===== config.mk =====
export PLATFORM = sky130hd
export DESIGN_NAME = clint
export DESIGN_NICKNAME = d
export VERILOG_FILES = /design/src/rtl/clint_pkg.sv /design/src/rtl/clint_prescaler.sv /design/src/rtl/clint.sv
export SDC_FILE = /design/constraint.sdc
export NUM_CORES = 1
export LEC_CHECK = 0
export ABC_AREA = 1
export ABC_CLOCK_PERIOD_IN_PS = 4200
export CORE_MARGIN = 3
export CORE_UTILIZATION = 50
export CTS_CLUSTER_DIAMETER = 30
export DETAILED_ROUTE_END_ITERATION = 6
export GPL_TIMING_DRIVEN = 0
export PLACE_DENSITY = 0.87
export RECOVER_POWER = 25
export SYNTH_ARGS = -nofsm -noshare
export SYNTH_HDL_FRONTEND = slang
export SYNTH_SLANG_ARGS = --single-unit

===== constraint.sdc =====
create_clock -name clock -period 4.2 [get_ports clock]
set_input_delay 0.63 -clock clock [delete_from_list [all_inputs] [get_ports clock]]
set_output_delay 0.63 -clock clock [all_outputs]
set_load 0.01 [all_outputs]

===== src/rtl/clint_pkg.sv =====
// clint_pkg: register offsets, FSM encodings and byte-merge helper shared by the CLINT.
package clint_pkg;
    localparam logic [15:0] MSIP_OFF       = 16'h0000;
    localparam logic [15:0] MTIMECMP_OFF   = 16'h4000;
    localparam logic [15:0] MTIME_OFF      = 16'hBFF8;
    localparam logic [63:0] MTIMECMP_RESET = 64'hFFFF_FFFF_FFFF_FFFF;
    localparam logic [1:0]  ST_IDLE        = 2'd0;
    localparam logic [1:0]  ST_ACK         = 2'd1;
    localparam logic [1:0]  ST_RELEASE     = 2'd2;

    function automatic logic [63:0] merge_bytes(input logic [63:0] old_v, input logic [63:0] new_v,
                                                input logic [7:0] be);
        logic [63:0] r;
        for (int i = 0; i < 8; i++) r[i*8 +: 8] = be[i] ? new_v[i*8 +: 8] : old_v[i*8 +: 8];
        return r;
    endfunction
endpackage


===== src/rtl/clint_prescaler.sv =====
// clint_prescaler: emits a one-cycle tick every CLOCK_CYCLES clocks (constant 1 when CLOCK_CYCLES = 1).
module clint_prescaler #(
    parameter int CLOCK_CYCLES = 1
) (
    input  logic clock,
    input  logic reset,
    output logic tick
);
    localparam int CW = CLOCK_CYCLES > 1 ? $clog2(CLOCK_CYCLES) : 1;

    logic [CW-1:0] r_cnt;

    assign tick = r_cnt == CW'(CLOCK_CYCLES - 1);

    always_ff @(posedge clock) begin
        if (reset) r_cnt <= '0;
        else       r_cnt <= tick ? '0 : r_cnt + CW'(1);
    end
endmodule


===== src/rtl/clint.sv =====
// clint: core-local interruptor with msip/mtimecmp/mtime registers and prescaled mtime counter.
// Defining CLINT_TIMER_IRQ_EN adds a registered timer_irq output (mtime >= mtimecmp).
module clint
    import clint_pkg::*;
#(
    parameter int DATA_SIZE    = 32,
    parameter int CLOCK_CYCLES = 1
) (
    input  logic                   clock,
    input  logic                   reset,
    input  logic                   rd_en,
    input  logic                   wr_en,
    input  logic [15:0]            addr,
    input  logic [DATA_SIZE-1:0]   wr_data,
    input  logic [DATA_SIZE/8-1:0] byte_en,
    output logic [DATA_SIZE-1:0]   rd_data,
    output logic                   ack,
    output logic [DATA_SIZE-1:0]   msip,
    output logic [63:0]            mtime,
    output logic [63:0]            mtimecmp
`ifdef CLINT_TIMER_IRQ_EN
    ,
    output logic                   timer_irq
`endif
);
    logic [1:0]           r_state;
    logic                 r_msip;
    logic [63:0]          r_mtime;
    logic [63:0]          r_mtimecmp;
    logic [DATA_SIZE-1:0] r_rd_data;
    logic                 w_tick;
    logic                 w_req;
    logic                 w_wr;
    logic                 w_hi;
    logic [15:0]          w_word;
    logic                 w_sel_msip;
    logic                 w_sel_cmp;
    logic                 w_sel_time;
    logic [63:0]          w_wd;
    logic [7:0]           w_be;
    logic [63:0]          w_rd64;

    clint_prescaler #(.CLOCK_CYCLES(CLOCK_CYCLES)) u_prescaler (
        .clock(clock),
        .reset(reset),
        .tick (w_tick)
    );

    // Byte-lane bits of the offset are dropped; on a 32-bit bus addr[2] selects the high word.
    assign w_word     = addr & ~16'(DATA_SIZE / 8 - 1);
    assign w_hi       = (DATA_SIZE == 32) && addr[2];
    assign w_sel_msip = w_word == MSIP_OFF;
    assign w_sel_cmp  = (w_word & ~16'h0004) == MTIMECMP_OFF;
    assign w_sel_time = (w_word & ~16'h0004) == MTIME_OFF;
    assign w_req      = (r_state == ST_IDLE) && (rd_en || wr_en);
    assign w_wr       = w_req && wr_en;
    assign w_wd       = 64'(wr_data) << (w_hi ? 32 : 0);
    assign w_be       = 8'(byte_en) << (w_hi ? 4 : 0);
    assign w_rd64     = w_sel_msip ? 64'(r_msip) : w_sel_cmp ? r_mtimecmp : w_sel_time ? r_mtime : 64'h0;

    always_ff @(posedge clock) begin
        if (reset) begin
            r_state    <= ST_IDLE;
            r_msip     <= 1'b0;
            r_mtime    <= 64'h0;
            r_mtimecmp <= MTIMECMP_RESET;
            r_rd_data  <= '0;
        end else begin
            r_state <= r_state == ST_IDLE ? (w_req ? ST_ACK : ST_IDLE) :
                       r_state == ST_ACK  ? ST_RELEASE :
                       (rd_en || wr_en)   ? ST_RELEASE : ST_IDLE;
            if (w_req) r_rd_data <= wr_en ? '0 : DATA_SIZE'(w_rd64 >> (w_hi ? 32 : 0));
            if (w_wr && w_sel_msip && byte_en[0]) r_msip <= wr_data[0];
            if (w_wr && w_sel_cmp) r_mtimecmp <= merge_bytes(r_mtimecmp, w_wd, w_be);
            // A bus write beats the tick; unwritten bytes keep their pre-increment value.
            if (w_wr && w_sel_time) r_mtime <= merge_bytes(r_mtime, w_wd, w_be);
            else if (w_tick)        r_mtime <= r_mtime + 64'd1;
        end
    end

`ifdef CLINT_TIMER_IRQ_EN
    logic r_irq;

    always_ff @(posedge clock) begin
        if (reset) r_irq <= 1'b0;
        else       r_irq <= r_mtime >= r_mtimecmp;
    end

    assign timer_irq = r_irq;
`endif

    assign rd_data  = r_rd_data;
    assign ack      = r_state == ST_ACK;
    assign msip     = DATA_SIZE'(r_msip);
    assign mtime    = r_mtime;
    assign mtimecmp = r_mtimecmp;
endmodule


After elaboration in Yosys (flattened, before gate mapping)
Index checks and enable logic that the tools add are counted.
- bits in registers: 164
- output and inout port bits: 193
- logic and storage cells: 84
- $add $sub $neg: 2
- equal/unequal tests: 12
- shift operators: 3
- multiplexer cells: 20
- bitwise operators: 1
- reductions and logical operators: 26
- operators by type and width (cell ; number):
    two-way mux 64 bit ; 5
    adder 64 x 1 -> 64 bit (second input constant) ; 1
    two-way mux 8 bit ; 8
    << shifter 32 x 32 -> 64 bit ; 1
    right shift 64 x 6 -> 32 bit ; 1
    two-way mux 32 bit ; 1
    AND reduction 2 bit ; 16
    != test 2 bit (second input constant) ; 9
    zero test 16 bit ; 1
    equality test 13 x 12 -> 1 bit (second input constant) ; 1
    equality test 13 bit (second input constant) ; 1
    << shifter 4 x 3 -> 8 bit ; 1
    logical AND 1 bit ; 6
    two-way mux 2 bit ; 3
    two-way mux 6 bit ; 1
    two-way mux 3 bit ; 1
    equality test 2 x 1 -> 1 bit (second input constant) ; 1
    zero test 2 bit ; 1
    OR reduction 2 bit ; 1
    adder 1 bit (second input constant) ; 1
    logical OR 1 bit ; 1
    two-way mux 1 bit ; 1
    inverter 1 bit ; 1

Depth between registers and ports, before layout
- word-level depth: 6
- depth in mapped cells: 11

Hierarchy
A second synthesis with hierarchy kept.
- cells, all modules: 1658
- area, all modules: 10294.9 um2
- modules (own cells, without submodules) (module ; times used ; cells an instance ; area each (um2) ; seq. area each (um2)):
    clint ; 1 ; 1655 ; 10267.3 ; 3263.1
    clint_prescaler ; 1 ; 3 ; 27.5 ; 20.0

Least setup slack after synthesis
OpenSTA, ideal clock, no wires.
- path type: input to register
- start point: in addr[2]
- end point: reg r_mtime[24] (netlist: mtime[24])
- library setup time: 117 ps
- arrival: 1729 ps
- required time: 4083 ps
- setup slack: 2354 ps
- stages on the path: 8
- cells stage by stage: buf_2 nor2_1 nand2_1 nand2_2 buf_4 nand2_1 a21oi_1 nor2_1
- word-level cells in the longest chain between the ends: 4
- RTL lines (element ; RTL line ; source):
    start: declaration ; clint.sv:13 ; input logic [15:0] addr,
    two-way mux 6 bit or two-way mux 3 bit (tied branches) ; clint.sv:57, clint.sv:58 ;
    << shifter 32 x 32 -> 64 bit or << shifter 4 x 3 -> 8 bit (tied branches) ; clint.sv:57, clint.sv:58 ;
    two-way mux 8 bit or != test 2 bit (tied branches) ; n/a ;
    two-way mux 64 bit or AND reduction 2 bit (tied branches) ; n/a ;
    end signal: assignment ; clint.sv:76 ; if (w_wr && w_sel_time) r_mtime <= merge_bytes(r_mtime, w_wd, w_be);
    end signal: assignment ; clint.sv:77 ; else if (w_tick) r_mtime <= r_mtime + 64'd1;
    end: declaration ; clint.sv:28 ; logic [63:0] r_mtime;
Several ways; a longest one is shown, not always the timed one. The select of a mux whose other input is x is not followed.
A chain may end at the register's enable or synchronous reset.

Worst setup path in the final report
- start point: in addr[11]
- end point: reg r_rd_data[5] (netlist: rd_data[5])
- word-level cells in the longest chain between the ends: 6
- RTL lines (element ; RTL line ; source):
    equality test 13 bit ; clint.sv:54 ; assign w_sel_time = (w_word & ~16'h0004) == MTIME_OFF;
    two-way mux 64 bit (2 in series) ; clint.sv:59 ; assign w_rd64 = w_sel_msip ? 64'(r_msip) : w_sel_cmp ? r_mtimecmp : w_sel_time ? r_mtime : 64'h0;
    two-way mux 64 bit * ; clint.sv:59 ;
    right shift 64 x 6 -> 32 bit * ; clint.sv:72 ; if (w_req) r_rd_data <= wr_en ? '0 : DATA_SIZE'(w_rd64 >> (w_hi ? 32 : 0));
    two-way mux 32 bit * ; clint.sv:72 ;
    end signal: assignment ; clint.sv:72 ;
    end: declaration ; clint.sv:30 ; logic [DATA_SIZE-1:0] r_rd_data;
Mark *: on every way between the ends. The rest lies on a longest branch, timed or not.

==> flow_summary.yaml <==
floorplanning:
  start_util_pct: 51.8
  die_w_um: 152
  core_um2: 20600
  fp.dieArea_um2: 23100
  chipHeight_um: 152
  fp-row-count: 52
  io_pins: 249
finish:
  diodes: 0
  drive_above_1_share_pct: 6.55
  post-route-util_pct: 67.5
  nNetsFinal: 2137
  area_growth_pct: 30.2
critical_path:
  cp.required_ns: 4.57
  path_cells: "clkdlybuf4s50_1 -> nand2_1 -> nor4_1 -> buf_2 -> nand3_1 -> nand2_1 -> nand2_1 -> a21oi_1"
  cp-start-kind: "input port"
  path_max_fanout: 10
  cp.arrival_ns: 3.15
  crit_top_cell: "nand2_1"
  slowest_stage: "nor4_1"
  critPathMaxStageDelay_ns: 0.96
  worstSetupPathType: "in -> reg"
  critPathCaptureType: "register"
yosys:
  ys_warn_count: 0
  yosysMostFrequentCell: "nand2_1"
  syn_area_per_cell_um2: 5.86
  ys.flop_type: "dfxtp_1"
  yosysTopAreaCellShare_pct: 30.8
  synth-edff-count: 0
  synth_top_cells_by_count: "nand2_1, nor2_1, nand3_1"
  synth.distinct_cells: 33
  synth_area_leaders: "dfxtp_1, nand2_1, nor2_1"
  synth-seq-area-share_pct: 30.8
  syn_inst: 1817
  yosysTopAreaCell: "dfxtp_1"
  syn_area_um2: 10700
  async_flop_share_pct: 0
  ys_seq_elements: 164
route:
  drc_errors: 5
  wirelength_um: 49700
  wl_per_cell_um: 21.0
  dr.first_iter.drc_count: 1924
  postRouteAntennaNets: 0
  drt_pre_antenna_iters: 7
  via_per_inst: 5.87
  vias: 13900
timing:
  slew_headroom_pct: 23.9
  timing.final.ws_setup_ns: 1.42
  rsz0062_at_grt: "false"
  period_share_pct: 66.2
  period_needed_ns: 2.78
  max_freq_mhz: 360
  fin_hold_ws_ns: 0.468
  hold_viol: 0
  skew_ns: 0.0206
  report.final.slew_viol_count: 0
  fin_setup_tns_ns: 0
  tightest_slew_ns: 1.13
  finalSetupViolations: 0
power:
  leakage_nw: 5.82
  pwr_density_cell_nw_per_um2: 287
  ir_worst_vdd_mv: 0.252
clock_tree:
  cts_sinks: 164
  cts.path.max_buffers: 2
  numCtsBuffers: 17
  clockRootBuffer: "clkbuf_16"
  cts_tree: "built"
  cts_resized: 0
  htree_levels: 4
  clk_pin_slew_ns: 0.08
  cts_setup_buffers: 0
  insertion_delay_ns: 0.45
  hold_buffers: 0
grt:
  grt_pass1_wl_um: 74800
  grt_start_max_net_pins: 20
  antenna_found_initial: 0
  track_usage_pct: 41.0
  gr-total-overflow: 0
  first_global_vias: 12900
place:
  pre_cts_ws_ns: 1.13
  place_congestion: 1.04
  hpwl_um: 39700
  portBuffers: 213
run_status:
  violations: "design-rule violations"
  outcome: "finished, violations left"
min_path:
  hp-class: "reg -> reg"
flow_run:
  maxCapViolations: 0
-- worst max-delay path, delay by kind of cell --
kind | cells | cell delay, ns
and+or+nand+nor | 5 | 1.45
AOI/OAI and AO/OA | 1 | 0.13
buffers and inverters | 2 | 0.93
-- power by group --
| group | leakage, nW | switching (mW) | internal [mW] | total (mW) |
|---|---|---|---|---|
| Combinational | 4.18 | 0.394 | 0.227 | 0.621 |
| Clock | 0.302 | 0.803 | 0.868 | 1.67 |
| Sequential | 1.34 | 0.0884 | 1.60 | 1.68 |
| Total | 5.82 | 1.29 | 2.69 | 3.98 |
-- through the flow --
stage | instance area [um^2] | cells | total power, mW
after floorplan | 10800 | 1848 | 2.00
after global placement | 13200 | 2331 | 2.30
after detailed placement | 13200 | 2331 | 2.31
after CTS | 13900 | 2363 | 3.93
after global routing | 13900 | 2363 | 4.08
final | 13900 | 2363 | 3.98
-- cell type report --
cell class / count / area, um^2
fillers: 1952 / 6690
flip-flops and latches: 164 / 3280
inverters: 119 / 447
repair buffers: 213 / 2130
well taps: 270 / 338
plain buffers: 120 / 663
clock inverters: 15 / 201
clock buffers: 17 / 425
multi-input cells: 1445 / 6380
-- worst paths after layout --
check	start	to	slack (ns)	cells past startpoint
setup / recovery	addr[11]	rd_data[5]	1.42	8
hold / removal	rd_data[28]	rd_data[28]	0.47	2
setup reg to reg	mtime[0]	mtime[34]	1.47	9
hold reg to reg	rd_data[28]	rd_data[28]	0.47	2
-- cells by family after synthesis --
kind of cell / share of synthesized area, %
buffers and inverters: 10.4
flip-flops: 30.8
AND/OR/NAND/NOR: 46.3
other: 0.0352
AO/OA/AOI/OAI: 10.8
adder cells (fa/ha/maj): 0.117
XOR/XNOR: 1.56
-- sequential cells by signal, summed over array words and instances, names as in the netlist --
register and count:
r_state 2, r_msip 1, u_prescaler.r_cnt 1, mtime 64
mtimecmp 64, rd_data 32
-- routing by layer --
layer	share of wire [%]	GRT usage [%]	wire length, um	vias to the layer above
met5	0	0	0	-
met1	36	52.3	18000	6186
li1	-	-	-	6343
met3	14	10.7	7130	248
met4	7.4	25.0	3700	0
met2	42	62.2	20900	1095
-- cell usage in the layout (no fill, tap or decap), types with 2 or more instances in the layout --
master           netlist  final
conb_1                 1     32
clkinv_8               0      4
clkbuf_1              48     49
nor3_2                 2      2
dfxtp_1              164    164
a21oi_1              116    116
dlygate4sd3_1          0     80
nand3b_1               4      4
buf_6                  3      3
o21ai_0               86     86
o21ai_1               16     16
nor3_1                 3      3
nand4_1               74     74
nand3_1              168    168
buf_2                 26     26
inv_8                  0      5
nor2_4                 3      3
clkinv_1               4      4
clkbuf_16              0     17
nor2_2                11     11
nand2_2                9      9
nor2_1               341    341
xor2_1                12     12
inv_1                109    109
o211ai_1               8      8
buf_4                 42     42
clkdlybuf4s50_1        0    133
clkinv_4               0      2
nand2_1              546    546
inv_2                  6      6
xnor2_1                7      7
Power figures use the tool's default switching activity.
